## config.mk

```make
export PLATFORM = sky130hd
export DESIGN_NAME = m_wb_uarttx_flat
export DESIGN_NICKNAME = d
export VERILOG_FILES = /design/src/rtl/m_wb_uarttx_if.sv /design/src/rtl/m_wb_uarttx.sv /design/src/flat_wrapper.sv
export SDC_FILE = /design/constraint.sdc
export NUM_CORES = 1
export LEC_CHECK = 0
export CAP_MARGIN = 30
export CORE_UTILIZATION = 40
export DETAILED_ROUTE_END_ITERATION = 16
export GPL_ROUTABILITY_DRIVEN = 0
export GPL_TIMING_DRIVEN = 0
export PLACE_DENSITY = 0.69
export SLEW_MARGIN = 20
export SYNTH_ARGS = -nofsm -noshare
export SYNTH_HDL_FRONTEND = slang
export SYNTH_SLANG_ARGS = --single-unit
```

## constraint.sdc

```tcl
create_clock -name CLK_I -period 3 [get_ports CLK_I]
set_clock_uncertainty 0.2 [all_clocks]
set_input_delay 0.45 -clock CLK_I [delete_from_list [all_inputs] [get_ports CLK_I]]
set_output_delay 0.45 -clock CLK_I [all_outputs]
set_load 0.005 [all_outputs]
```

## src/rtl/m_wb_uarttx_if.sv

```systemverilog
// m_wb_uarttx_if: Wishbone classic bus signals between the CPU-side master and the UART slave.
interface m_wb_uarttx_if;
    logic        CYC_I;
    logic        STB_I;
    logic        WE_I;
    logic        ADR_I;
    logic        SEL_I;
    logic [7:0]  DAT_I;
    logic [31:0] DAT_O;
    logic        ACK_O;
    modport slave (input CYC_I, STB_I, WE_I, ADR_I, SEL_I, DAT_I, output DAT_O, ACK_O);
    modport master (output CYC_I, STB_I, WE_I, ADR_I, SEL_I, DAT_I, input DAT_O, ACK_O);
endinterface

```

## src/rtl/m_wb_uarttx.sv

```systemverilog
// m_wb_uarttx: Wishbone classic UART transmitter (8N1, LSB first) fed by a small byte FIFO.
module m_wb_uarttx #(
    parameter int CLKDIV   = 104,
    parameter int FIFOLOG2 = 2
) (
    input  logic          CLK_I,
    input  logic          RST_I,
    m_wb_uarttx_if.slave  wb,
    output logic          TXD,
    output logic          txempty
);
    localparam int DEPTH = 1 << FIFOLOG2;
    typedef enum logic [1:0] {IDLE, START, DATA, STOP} state_t;
    state_t              r_state, w_state_n;
    logic [FIFOLOG2:0]   r_count;
    logic [FIFOLOG2-1:0] r_rd, r_wr;
    logic [7:0]          r_mem [DEPTH];
    logic [7:0]          r_shreg;
    logic [15:0]         r_baud;
    logic [2:0]          r_bitcnt;
    logic                r_ovf, r_ack, r_txd;
    logic [31:0]         r_dat;
    logic                w_req, w_wr, w_full, w_nonempty, w_push, w_pop, w_tick, w_txd_n;
    logic                w_ovf_set, w_ovf_clr;
    assign wb.ACK_O   = r_ack;
    assign wb.DAT_O   = r_dat;
    assign TXD        = r_txd;
    assign w_req      = wb.CYC_I & wb.STB_I & ~r_ack;
    assign w_wr       = w_req & wb.WE_I & wb.SEL_I;
    assign w_full     = r_count == (FIFOLOG2+1)'(DEPTH);
    assign w_nonempty = r_count != '0;
    assign w_push     = w_wr & ~wb.ADR_I & ~w_full;
    assign w_ovf_set  = w_wr & ~wb.ADR_I & w_full;
    assign w_ovf_clr  = w_wr & wb.ADR_I & wb.DAT_I[2];
    assign w_tick     = r_baud == '0;
    assign txempty    = ~w_nonempty & (r_state == IDLE);
    always_ff @(posedge CLK_I)
        r_state <= RST_I ? IDLE : w_state_n;
    always_comb begin
        w_state_n = r_state;
        case (r_state)
            IDLE:    if (w_nonempty) w_state_n = START;
            START:   if (w_tick) w_state_n = DATA;
            DATA:    if (w_tick && r_bitcnt == 3'd7) w_state_n = STOP;
            STOP:    if (w_tick) w_state_n = w_nonempty ? START : IDLE;
            default: w_state_n = IDLE;
        endcase
    end
    // TXD is registered from the current state, so the line lags the FSM by one cycle.
    always_comb begin
        w_pop   = w_nonempty & ((r_state == IDLE) | ((r_state == STOP) & w_tick));
        w_txd_n = (r_state == START) ? 1'b0 : (r_state == DATA) ? r_shreg[0] : 1'b1;
    end
    always_ff @(posedge CLK_I)
        if (w_push) r_mem[r_wr] <= wb.DAT_I;
    always_ff @(posedge CLK_I) begin
        if (RST_I) begin
            r_ack    <= 1'b0;
            r_dat    <= '0;
            r_txd    <= 1'b1;
            r_count  <= '0;
            r_rd     <= '0;
            r_wr     <= '0;
            r_ovf    <= 1'b0;
            r_baud   <= '0;
            r_bitcnt <= '0;
            r_shreg  <= '0;
        end else begin
            r_ack   <= w_req;
            r_txd   <= w_txd_n;
            if (w_req & ~wb.WE_I) r_dat <= wb.ADR_I ? {29'b0, r_ovf, ~txempty, w_full} : 32'(r_count);
            if (w_push) r_wr <= r_wr + 1'b1;
            if (w_pop) r_rd <= r_rd + 1'b1;
            r_count <= r_count + (FIFOLOG2+1)'(w_push) - (FIFOLOG2+1)'(w_pop);
            r_ovf   <= (r_ovf | w_ovf_set) & ~w_ovf_clr;
            r_baud  <= (r_state == IDLE || w_tick) ? 16'(CLKDIV-1) : r_baud - 1'b1;
            if (r_state == START) r_bitcnt <= '0;
            else if (r_state == DATA && w_tick) r_bitcnt <= r_bitcnt + 1'b1;
            if (w_pop) r_shreg <= r_mem[r_rd];
            else if (r_state == DATA && w_tick) r_shreg <= r_shreg >> 1;
        end
    end
endmodule

```

## src/flat_wrapper.sv

```systemverilog
// flat-port wrapper written by rule: the top's interface ports become plain ports
module m_wb_uarttx_flat 
#(
    parameter int CLKDIV   = 104,
    parameter int FIFOLOG2 = 2
)
  (CLK_I, RST_I, TXD, txempty, wb_CYC_I, wb_STB_I, wb_WE_I, wb_ADR_I, wb_SEL_I, wb_DAT_I, wb_DAT_O, wb_ACK_O);
  m_wb_uarttx_if wb_i ();
  input  logic CLK_I;
  input  logic RST_I;
  output logic TXD;
  output logic txempty;
  input wire logic [$bits(wb_i.CYC_I)-1:0] wb_CYC_I;
  input wire logic [$bits(wb_i.STB_I)-1:0] wb_STB_I;
  input wire logic [$bits(wb_i.WE_I)-1:0] wb_WE_I;
  input wire logic [$bits(wb_i.ADR_I)-1:0] wb_ADR_I;
  input wire logic [$bits(wb_i.SEL_I)-1:0] wb_SEL_I;
  input wire logic [$bits(wb_i.DAT_I)-1:0] wb_DAT_I;
  output wire logic [$bits(wb_i.DAT_O)-1:0] wb_DAT_O;
  output wire logic [$bits(wb_i.ACK_O)-1:0] wb_ACK_O;
  assign wb_i.CYC_I = wb_CYC_I;
  assign wb_i.STB_I = wb_STB_I;
  assign wb_i.WE_I = wb_WE_I;
  assign wb_i.ADR_I = wb_ADR_I;
  assign wb_i.SEL_I = wb_SEL_I;
  assign wb_i.DAT_I = wb_DAT_I;
  assign wb_DAT_O = wb_i.DAT_O;
  assign wb_ACK_O = wb_i.ACK_O;
  m_wb_uarttx #(.CLKDIV(CLKDIV), .FIFOLOG2(FIFOLOG2)) u_core (.CLK_I(CLK_I), .RST_I(RST_I), .wb(wb_i), .TXD(TXD), .txempty(txempty));
endmodule
```

==> impl_results.md <==
* Synth area leader: edfxtp_1
* CTS tree: done
* First-pass GRT wire length at 9.89 mm
* Number of synthesized flops with an enable pin at 32
* Largest family of logic cells by synthesized area: simple AND/OR/NAND/NOR gates
* Vias per cell at 4.70
* Synth unique cells at 47
* Layout cells sized above 1 at 18.6%
* Drt first-iter violations at 149
* Residual DRC at 0
* GRT Overall Usage at 14.3%
* Synth Register Bits at 76
* Layout Area Growth over Synthesis at 18.3%
* Cts bufs inserted at 9
* Simple-Gate Fraction of Synth Area at 15.3%
* Commonest cells after routing, fill and taps aside: dfxtp_1, nor2_1, edfxtp_1
* Worst slew pin tran at 0.735 ns
* Die width at 95.8 um
* Mux cell area share after synthesis at 6.83%
* Grt ovf at 0
* Vias at 2232
* Standard-cell rows at 33
* Leading cell type in the layout, fill and taps excluded: dfxtp_1
* I/O Buffers at 18
* Tightest Hold Check Type: reg2reg
* DRT Pass-1 Iters at 4
* Worst R2R Path Depth at 11
* Max cap viols at 0
* Core area at 8380 um2
* Final-report max-slew violation count at 0
* Initial Utilization at 42.0%
* CP Data Arrival Time at 2.81 ns
* Synth top area share at 27.3%
* Minimum clock period at 2.79 ns
* Count of final setup violators at 0
* CTS Buffer Depth at 2
* Leakage at 0.00159 uW
* Routed wire length at 5.84 mm
* Cell Area, Synth at 3520 um2
* Peak Freq at 359 MHz
* RSZ-0062 raised after global routing: false
* Die Ht at 95.8 um
* CTS H-tree depth at 3
* Setup crit end kind: flip-flop
* Latest clock arrival within the worst-skew pair at 0.34 ns
* CTS Hold Bufs at 0
* Synth Area in Compound Gates at 7.07%
* Die area at 9180 um2
* Synth top area cells: edfxtp_1, dfxtp_1, buf_4
* Post-DP HPWL at 4.22 mm
* Worst-path maximum fanout at 8
* Root buffer cell: clkbuf_8
* Fin crit share at 92.9%
* Setup CP Type: reg2reg
* Setup crit start kind: flip-flop
* Slew Limit Headroom at 50.6%
* Post-Synth XOR/XNOR Area at 4.23%
* Post-synthesis cell count at 308
* Peak supply drop at 393 uV
* Worst Path Required at 3.03 ns
* Total power at 3160 uW
* Post-CTS Setup Bufs at 0
* Final nets at 394
* Synthesis warning total at 0
* Ys async rst share at 0%
* Status: completed
* Hold depth at 1
* Register area share after synthesis at 52.3%
* Vias in the first global route at 2081
* Clock transition at path regs at 0.09 ns
* Antenna-violating nets left at 0
* Synth Area in Adders at 5.19%
* Largest net degree at the start of global routing at 16
* Main synth FF type: dfxtp_1
* Synth Area per Inst at 11.4 um2
* Wire per inst at 12.3 um
* Pwr per Cell Area at 759 nW/um2
* Clock Sinks at 76
* Ant. Diodes at 0
* Total I/O pin count at 50
* Gates resized, CTS repair at 0
* Fin Setup TNS at 0 ns
* Initial antenna violation count at 0
* Fin. Hold Viols at 0
-- critical path, stage by stage, from the launching register on --
cell	delay [ns]
dfxtp_1	0.33
inv_1	0.08
ha_1	0.25
nor3b_1	0.19
and4_1	0.23
buf_6	0.14
a21oi_1	0.10
or3_1	0.37
nand2_1	0.09
ha_1	0.16
fa_1	0.41
nor2b_1	0.13
-- report_power, final --
| part | leakage (uW) | switching (uW) | internal, uW |
|---|---|---|---|
| Combinational | 0.000827 | 511 | 467 |
| Sequential | 0.000648 | 94.7 | 1200 |
| Clock | 0.000113 | 404 | 483 |
| Total | 0.00159 | 1010 | 2150 |
-- logic make-up after synthesis --
kind of cell	Yosys count
buffers and inverters	50
other	1
AOI/OAI and AO/OA	33
muxes	14
adders and majority gates	14
xor gates and xnor gates	17
and+or+nand+nor	103
DFF	76
-- cell usage after synthesis (all sizes together) (3+ instances only) --
master	n
dfxtp	44
nor2	39
buf	34
edfxtp	32
nand2	24
ha	13
a21oi	12
xnor2	11
inv	10
mux4	8
a311oi	7
nor3	7
clkbuf	6
mux2i	6
nor4	6
xor2	6
and2	5
or3	5
a211oi	4
nand2b	3
nand3b	3
nor2b	3
o21ai	3
-- state kept, by name, summed over array words and instances, names as in the netlist, named ones only --
register	flops
u_core.r_mem	32
u_core.r_baud	16
u_core.r_shreg	8
u_core.r_bitcnt	3
u_core.r_count	3
u_core.wb.DAT_O	3
u_core.r_rd	2
u_core.r_state	2
u_core.r_wr	2
u_core.TXD	1
u_core.r_ovf	1
u_core.wb.ACK_O	1
-- per-stage QoR --
step | setup slack [ns] | util [%] | hold slack [ns] | instances | instance area [um2]
after floorplan | 0.453 | - | 0.223 | 336 | 3620
after global placement | 0.116 | 47.0 | 0.237 | 459 | 3940
after detailed placement | 0.0212 | 47.0 | 0.245 | 459 | 3940
after CTS | 0.209 | 49.7 | 0.257 | 475 | 4170
after global routing | 0.0543 | 49.7 | 0.271 | 475 | 4170
final | 0.212 | 49.7 | 0.261 | 475 | 4170
-- worst paths after layout --
| check | from | end | slack, ns |
|---|---|---|---|
| setup / recovery | u_core.r_baud[0] | u_core.r_count[1] | 0.21 |
| setup reg to reg | u_core.r_baud[0] | u_core.r_count[1] | 0.21 |
| hold reg to reg | u_core.r_baud[0] | u_core.r_baud[0] | 0.26 |
| hold / removal | u_core.r_baud[0] | u_core.r_baud[0] | 0.26 |
-- metal layers --
layer,wire (um),part of all wire [%],vias up,GRT usage [%]
li1,-,-,1137,-
met1,2640,45,1026,17.4
met2,2870,49,63,24.8
met3,266,4.6,6,3.16
met4,74,1.3,0,5.60
met5,0,0,-,0
-- final cells by class --
cell class / instances / area [um2]
fillers: 764 / 4220
flip-flops and latches: 76 / 1840
inverters: 10 / 37.5
repair buffers: 18 / 180
well taps: 105 / 131
clock inverters: 7 / 105
plain buffers: 40 / 279
clock buffers: 9 / 124
multi-input cells: 210 / 1470
(Power assumes the default switching activity.)
